[config.mk]
export PLATFORM = sky130hd
export DESIGN_NAME = seg_display_scan
export DESIGN_NICKNAME = d
export VERILOG_FILES = /design/src/rtl/seg_display_scan.sv
export SDC_FILE = /design/constraint.sdc
export NUM_CORES = 1
export LEC_CHECK = 0
export BUFFER_PORTS_ARGS = -buffer_cell sky130_fd_sc_hd__buf_2
export CAP_MARGIN = 20
export CORE_MARGIN = 1
export CORE_UTILIZATION = 35
export DETAILED_ROUTE_END_ITERATION = 8
export SLEW_MARGIN = 20
export SYNTH_ARGS = -nofsm -noshare
export SYNTH_HDL_FRONTEND = slang
export SYNTH_SLANG_ARGS = --single-unit
[constraint.sdc]
create_clock -name clk -period 4 [get_ports clk]
set_input_delay 0.8 -clock clk [delete_from_list [all_inputs] [get_ports clk]]
set_output_delay 0.8 -clock clk [all_outputs]
set_load 0.05 [all_outputs]
[src/rtl/seg_display_scan.sv]
// Eight-digit multiplexed hex display scanner for CPU observation words.
// The word is latched at each frame start so a frame never shows mixed data.
module seg_display_scan #(
    parameter int SCAN_DIV = 100_000
) (
    input  logic        clk,
    input  logic        rst_n,
    input  logic [2:0]  display_op,
    input  logic [9:0]  ram_display_addr,
    input  logic [31:0] reg_out,
    input  logic [31:0] pc,
    input  logic [31:0] ram_data,
    input  logic [31:0] total_cycles,
    input  logic [31:0] jump_cycles,
    input  logic [31:0] branch_cycles,
    output logic [7:0]  an,
    output logic [6:0]  seg,
    output logic        dp
);

    localparam int PW = (SCAN_DIV > 2) ? $clog2(SCAN_DIV) : 1;
    localparam logic [PW-1:0] PMAX = PW'(SCAN_DIV - 1);

    localparam logic [2:0] OP_REG   = 3'b000;
    localparam logic [2:0] OP_PC    = 3'b001;
    localparam logic [2:0] OP_RAM   = 3'b010;
    localparam logic [2:0] OP_ADDR  = 3'b011;
    localparam logic [2:0] OP_TOTAL = 3'b100;
    localparam logic [2:0] OP_JUMP  = 3'b101;
    localparam logic [2:0] OP_BR    = 3'b110;
    localparam logic [2:0] OP_BLANK = 3'b111;

    logic [PW-1:0] presc_q, presc_d;
    logic [2:0]    idx_q, idx_d;
    logic [31:0]   snap_q, snap_d;
    logic [2:0]    op_q, op_d;
    logic [7:0]    an_q, an_d;
    logic [6:0]    seg_q, seg_d;

    logic          tick;
    logic [31:0]   sel_word;
    logic [3:0]    nib;
    logic [6:0]    hex;

    assign tick = (presc_q == PMAX);

    always_comb begin
        sel_word = 32'h0;
        unique case (display_op)
            OP_REG:   sel_word = reg_out;
            OP_PC:    sel_word = pc;
            OP_RAM:   sel_word = ram_data;
            OP_ADDR:  sel_word = {22'b0, ram_display_addr};
            OP_TOTAL: sel_word = total_cycles;
            OP_JUMP:  sel_word = jump_cycles;
            OP_BR:    sel_word = branch_cycles;
            OP_BLANK: sel_word = 32'h0;
            default:  sel_word = 32'h0;
        endcase
    end

    always_comb begin
        hex = 7'h7F;
        unique case (nib)
            4'h0: hex = 7'b1000000;
            4'h1: hex = 7'b1111001;
            4'h2: hex = 7'b0100100;
            4'h3: hex = 7'b0110000;
            4'h4: hex = 7'b0011001;
            4'h5: hex = 7'b0010010;
            4'h6: hex = 7'b0000010;
            4'h7: hex = 7'b1111000;
            4'h8: hex = 7'b0000000;
            4'h9: hex = 7'b0010000;
            4'hA: hex = 7'b0001000;
            4'hB: hex = 7'b0000011;
            4'hC: hex = 7'b1000110;
            4'hD: hex = 7'b0100001;
            4'hE: hex = 7'b0000110;
            4'hF: hex = 7'b0001110;
            default: hex = 7'h7F;
        endcase
    end

    // Next-state values feed the digit decode so the new frame's first
    // digit already shows the freshly latched word.
    always_comb begin
        presc_d = tick ? '0 : presc_q + 1'b1;
        idx_d   = idx_q;
        snap_d  = snap_q;
        op_d    = op_q;
        an_d    = an_q;
        seg_d   = seg_q;
        nib     = 4'(snap_q >> {idx_q, 2'b00});
        if (tick) begin
            idx_d = idx_q + 3'd1;
            if (idx_q == 3'd7) begin
                op_d   = display_op;
                snap_d = sel_word;
            end
            nib = 4'(snap_d >> {idx_d, 2'b00});
            if (op_d == OP_BLANK) begin
                an_d  = 8'hFF;
                seg_d = 7'h7F;
            end else begin
                an_d  = ~(8'b1 << idx_d);
                seg_d = hex;
            end
        end
    end

    always_ff @(posedge clk or negedge rst_n) begin
        if (!rst_n) begin
            presc_q <= '0;
            idx_q   <= 3'd7;
            snap_q  <= 32'h0;
            op_q    <= 3'b000;
            an_q    <= 8'hFF;
            seg_q   <= 7'h7F;
        end else begin
            presc_q <= presc_d;
            idx_q   <= idx_d;
            snap_q  <= snap_d;
            op_q    <= op_d;
            an_q    <= an_d;
            seg_q   <= seg_d;
        end
    end

    assign an  = an_q;
    assign seg = seg_q;
    assign dp  = 1'b1;

endmodule

### Yosys cells after proc, flatten, opt, wreduce, memory -nomap -nowiden

Memories as Yosys holds them, arrays and structs flattened.
Cells that the tools add are included.

| cells by class | value |
|---|---|
| equal/unequal tests | 10 |
| reductions and logical operators | 1 |
| mux-type cells | 9 |
| bitwise logic cells | 1 |
| add/sub/neg operators | 2 |
| shift operators | 3 |

Operator list:

| cell | count |
|---|---|
| 32-bit one-hot mux with 8 select lines | 1 |
| 32-bit two-way mux | 2 |
| 32-bit by 5-bit >> shifter with 4-bit output | 2 |
| 3-bit equality test, second input constant | 6 |
| 17-bit by 1-bit adder with 17-bit output, second input constant | 1 |
| 17-bit equality test, second input constant | 1 |
| 17-bit two-way mux | 1 |
| 8-bit two-way mux | 1 |
| 8-bit inverter | 1 |
| 1-bit by 3-bit left shift with 8-bit output, first input constant | 1 |
| 7-bit two-way mux | 1 |
| 3-bit by 2-bit equality test with 1-bit output, second input constant | 2 |
| 3-bit two-way mux | 2 |
| 4-bit two-way mux | 1 |
| 3-bit by 1-bit adder with 3-bit output, second input constant | 1 |
| 3-bit by 1-bit equality test with 1-bit output, second input constant | 1 |
| 3-bit zero test | 1 |

| storage, ports and cells | value |
|---|---|
| memory bits (read-only) | 112 |
| bits of input ports | 207 |
| memories | 1 |
| register bits after elaboration | 70 |

Memories:

| name | words | width | read ports | clocked after memory_dff | wr ports | RTL line | text |
|---|---|---|---|---|---|---|---|
| (name not given) | 16 | 7 | 1 | 0 | 0 | 64 | `unique case (nib)` |

### Longest topological paths before layout

An unclocked memory read counts as a cell.

| depth | value |
|---|---|
| depth in word-level cells | 8 |
| depth in mapped cells | 17 |

### Worst setup path before layout

Ideal clock, no wire load.

| path | value |
|---|---|
| path kind | reg2reg |
| start | register idx_q[0] |
| end | register seg_q[3] (netlist: seg[3]) |
| cell stages (with the launch flop) | 17 |
| period minus slack after synthesis | 3.933 ns |
| arrival | 3.857 ns |
| setup time | 0.076 ns |
| setup slack | 0.067 ns |
| cell sequence | dfstp_2 -> buf_2 -> clkinv_1 -> ha_1 -> clkbuf_1 -> clkbuf_1 -> nand2_1 -> a2111oi_0 -> a22oi_1 -> o21ai_0 -> o32ai_1 -> a21o_1 -> ha_1 -> inv_1 -> mux4_2 -> nor2_1 -> nor2_1 |

| on the way | value |
|---|---|
| cells in the longest elaborated chain, start to end | 7 |
| elaborated cells on any way between the ends | 12 |
| those cells by class | add/sub: 1; eq/ne: 2; shift: 2; mux: 6; memory: 1 |

RTL lines:

| element | RTL line | text |
|---|---|---|
| start: declaration | 34 | `logic [2:0] idx_q, idx_d;` |
| start signal: assignment | 122 | `idx_q <= idx_d;` |
| 3-bit equality test | 97 | `if (idx_q == 3'd7) begin` |
| 32-bit two-way mux | 97 |  |
| 32-bit two-way mux | 95 | `if (tick) begin` |
| 32-bit by 5-bit >> shifter with 4-bit output | 101 | `nib = 4'(snap_d >> {idx_d, 2'b00});` |
| 4-bit two-way mux | 95 |  |
| memory read 16 x 7 bit | -- |  |
| 7-bit two-way mux (*) | 102 | `if (op_d == OP_BLANK) begin` |
| end signal: assignment | 126 | `seg_q <= seg_d;` |
| end: declaration | 38 | `logic [6:0] seg_q, seg_d;` |

Every way passes the cells marked *; elsewhere a longest branch is shown, timed or not. The select of a mux whose other input is x is not followed.
A chain may end at the register's enable or synchronous reset.

### Worst setup path after layout

| path | value |
|---|---|
| start | register idx_q[1] |
| end | register seg_q[3] (netlist: seg[3]) |

The elaborated chain is that of the path after synthesis.

==> results.toml <==
[synthesis]
synthFlopType = "dfrtp_1"
synth_nets = 895
ys_seq_elements = 70
synth_top_cell_area_share_pct = 22.06
synth_top_cell_by_area = "dfrtp_1"
synth_edf_count = 0
synth_common_cells = "68 x nand2_1, 63 x nor2_1, 52 x dfrtp_1"
ys_seq_area_share_pct = 30.08
syn-instance-count = 675
synth_warnings = 0
yosysMostFrequentCell = "nand2_1"
yosys.cell_types.count = 74
async_flop_share_pct = 100.0
syn-cell-area_um2 = 5898
synth_area_leaders = "dfrtp_1 22%, dfstp_2 8.0%, mux2i_1 5.1%, mux2_2 4.8%, mux4_2 4.6%"
avgSynthCellArea_um2 = 8.738

[setup_path]
r2r_cells = 14
end_kind = "register"
cp_max_fo = 11
timing.critical_path.slowest_stage_cell = "dfstp_2"
arrival_ns = 3.97
cp-startpoint = "idx_q[1]$_DFFE_PN1N_"
crit_buf_inv = 2
crit_chain = "ha_1, ha_1, inv_1, nand2_1, a2111oi_0, a22oi_1, o21ai_0, o32ai_1, a21o_1, ha_1, inv_1, mux4_2, nor2_1, nor2_1"
r2r-end = "seg[3]$_DFFE_PN1N_"
r2r_start = "idx_q[1]$_DFFE_PN1N_"
setup.worst_path.end = "seg[3]$_DFFE_PN1N_"
r2r_setup_slack_ns = 0.30
required_ns = 4.27
critical-path-max-stage-delay_ns = 0.73
worst-path-stages = 14
crit_top_cell = "ha_1"
path_delay_family = "compound AO/OA/AOI/OAI gates"
crit_type = "reg -> reg"
worstSetupStartpointType = "register"

[timing]
setup_viol_count_final = 0
hold_violations = 0
fmax_mhz = 270.6
tns_ns = 0
final_max_slew_viol_count = 0
tightest_slew_ns = 0.9120
min_period_ns = 3.696
post-route-period-util_pct = 92.40
grt_setup_unrepaired = "no"
hold_ws_ns = 0.4812
slew_headroom_pct = 39.20
clock_skew_ns = 0.005929

[grt]
grt_pass1_vias = 6108
antenna_found_initial = 0
grt_usage_pct = 25.52
grt_max_degree = 71
grt_pass1_wl_um = 34320
grt-ovfl-total = 0

[final_layout]
final_nets = 1115
stdcell_count = 1120
antenna_cells = 0
stdcell_area_um2 = 7716
layout-drive-gt1-share_pct = 38.56
area_growth_pct = 30.82

[route]
wl_met2_um = 10250
drt-initial-drc-count = 564
highest_layer = "met4"
wirelength_um = 22120
drt-pass1-iter-count = 5
detail-route-antenna-nets = 0
vias_per_cell = 5.636
met3_length_um = 1750
met1Wirelength_um = 9715
drcViolationCount = 0
wire_per_inst_um = 19.75
vias = 6312

[floorplanning]
start_util_pct = 35.69
core_area_um2 = 16520
dieArea_um2 = 17380
dieWidth_um = 131.8
rows = 47
num_io_pins = 223
chipHeight_um = 131.8

[worst_hold_path]
min_path_type = "reg -> reg"

[power]
vdd_ir_drop_max_v = 0.0001944
cellLeakagePower_nw = 3.539
power.density_nw_per_um2 = 257.6

[clocking]
clk_latency_ns = 0.34
clkTransAtPathRegs_ns = 0.06
postCtsSetupRepairBufs = 0
cts_hold_buf = 0
cts_made_buffers = 9
htreeDepth = 3
clock-sinks = 70
clockBufferDepth = 2
cts_resized = 0
cts_tree = "yes"
root_buffer = "clkbuf_16"

[placed_design]
placed_cell_area_um2 = 7378
hpwlAfterDp_um = 17340
numPortBuffers = 221
place.gp.congestion = 0.9339
placed_cells_incl_taps = 1104

[status]
status = "finished clean"

[flow_run]
drv_cap = 0
==> where the power goes <==
| part | internal [mW] | leakage [nW] | switching [mW] | total, mW |
|---|---|---|---|---|
| clock | 0.605 | 0.165 | 0.311 | 0.917 |
| combinational | 0.172 | 2.63 | 0.180 | 0.352 |
| sequential | 0.715 | 0.740 | 0.00479 | 0.720 |
| total | 1.49 | 3.54 | 0.496 | 1.99 |
==> sequential cells by signal, summed over array words and instances, names as in the netlist <==
register  flops
presc_q      17
seg           7
an            8
idx_q         3
snap_q       32
op_q          3
==> placed cells by master (no fill, tap or decap), types with 9 or more instances in the layout <==
master / instances
buf_2: 221
nand2_1: 68
nor2_1: 63
dfrtp_1: 52
o21ai_0: 48
buf_4: 38
a21oi_1: 33
mux2i_1: 30
mux2_2: 25
dfstp_2: 18
nand2b_1: 17
inv_1: 15
nor2b_1: 13
o22ai_1: 13
nand3_1: 13
ha_1: 13
mux4_2: 12
or3_1: 10
a221oi_1: 10
a22oi_1: 10
o211ai_1: 10
a211oi_1: 9
o221ai_1: 9
clkbuf_16: 9
==> kinds of logic (layout without fill, tap and decap cells) <==
family	after synthesis	in the layout	share of synthesized area [%]
flip-flops	70	70	30.08
buffers and inverters	71	296	5.600
XOR/XNOR	16	16	2.376
AND/OR/NAND/NOR	218	218	18.18
other	1	1	0.06358
AO/OA/AOI/OAI	215	215	25.73
multiplexers	71	71	15.21
adder cells (fa/ha/maj)	13	13	2.758
==> worst reg2reg max path, stage by stage (launching register included) <==
cell       delay (ns)
dfstp_2          0.73
ha_1             0.22
ha_1             0.23
inv_1            0.22
nand2_1          0.15
a2111oi_0        0.48
a22oi_1          0.19
o21ai_0          0.12
o32ai_1          0.10
a21o_1           0.24
ha_1             0.33
inv_1            0.05
mux4_2           0.43
nor2_1           0.10
nor2_1           0.05
==> metal layers <==
metal / GRT usage [%] / up-vias
met1: 35.88 / 3026
met5: 0 / -
li1: - / 2958
met4: 6.589 / 0
met2: 40.42 / 293
met3: 4.498 / 35
==> area by class of cell <==
class	instances	area, µm²
fill	1634	8808
multi-input combinational	534	3794
sequential	70	1774
timing repair buffer	263	1471
tap	220	275.3
clock buffer	9	225.2
clock inverter	7	112.6
inverter	17	63.81
==> worst min path at each step <==
stage,startpoint,endpoint,slack [ns],cells past startpoint
detailed placement,op_q[1]$_DFFE_PN0N_,op_q[1]$_DFFE_PN0N_,0.47,2
global route,op_q[1]$_DFFE_PN0N_,op_q[1]$_DFFE_PN0N_,0.51,2
finish,op_q[1]$_DFFE_PN0N_,op_q[1]$_DFFE_PN0N_,0.48,2
global placement,op_q[0]$_DFFE_PN0N_,op_q[0]$_DFFE_PN0N_,0.47,2
floorplan,op_q[2]$_DFFE_PN0N_,op_q[2]$_DFFE_PN0N_,0.45,2
CTS,op_q[1]$_DFFE_PN0N_,op_q[1]$_DFFE_PN0N_,0.48,2
==> metrics by stage <==
stage	total power, mW	setup WS (ns)	utilization (%)
2_1_floorplan	0.8927	0.06690	-
3_3_place_gp	1.077	0.2459	44.65
3_5_place_dp	1.078	0.2561	44.65
4_1_cts	2.000	0.4169	46.69
5_1_grt	2.061	0.1142	46.69
6_report	1.988	0.3040	46.69
Note: power is estimated with default switching activity, not from simulation.
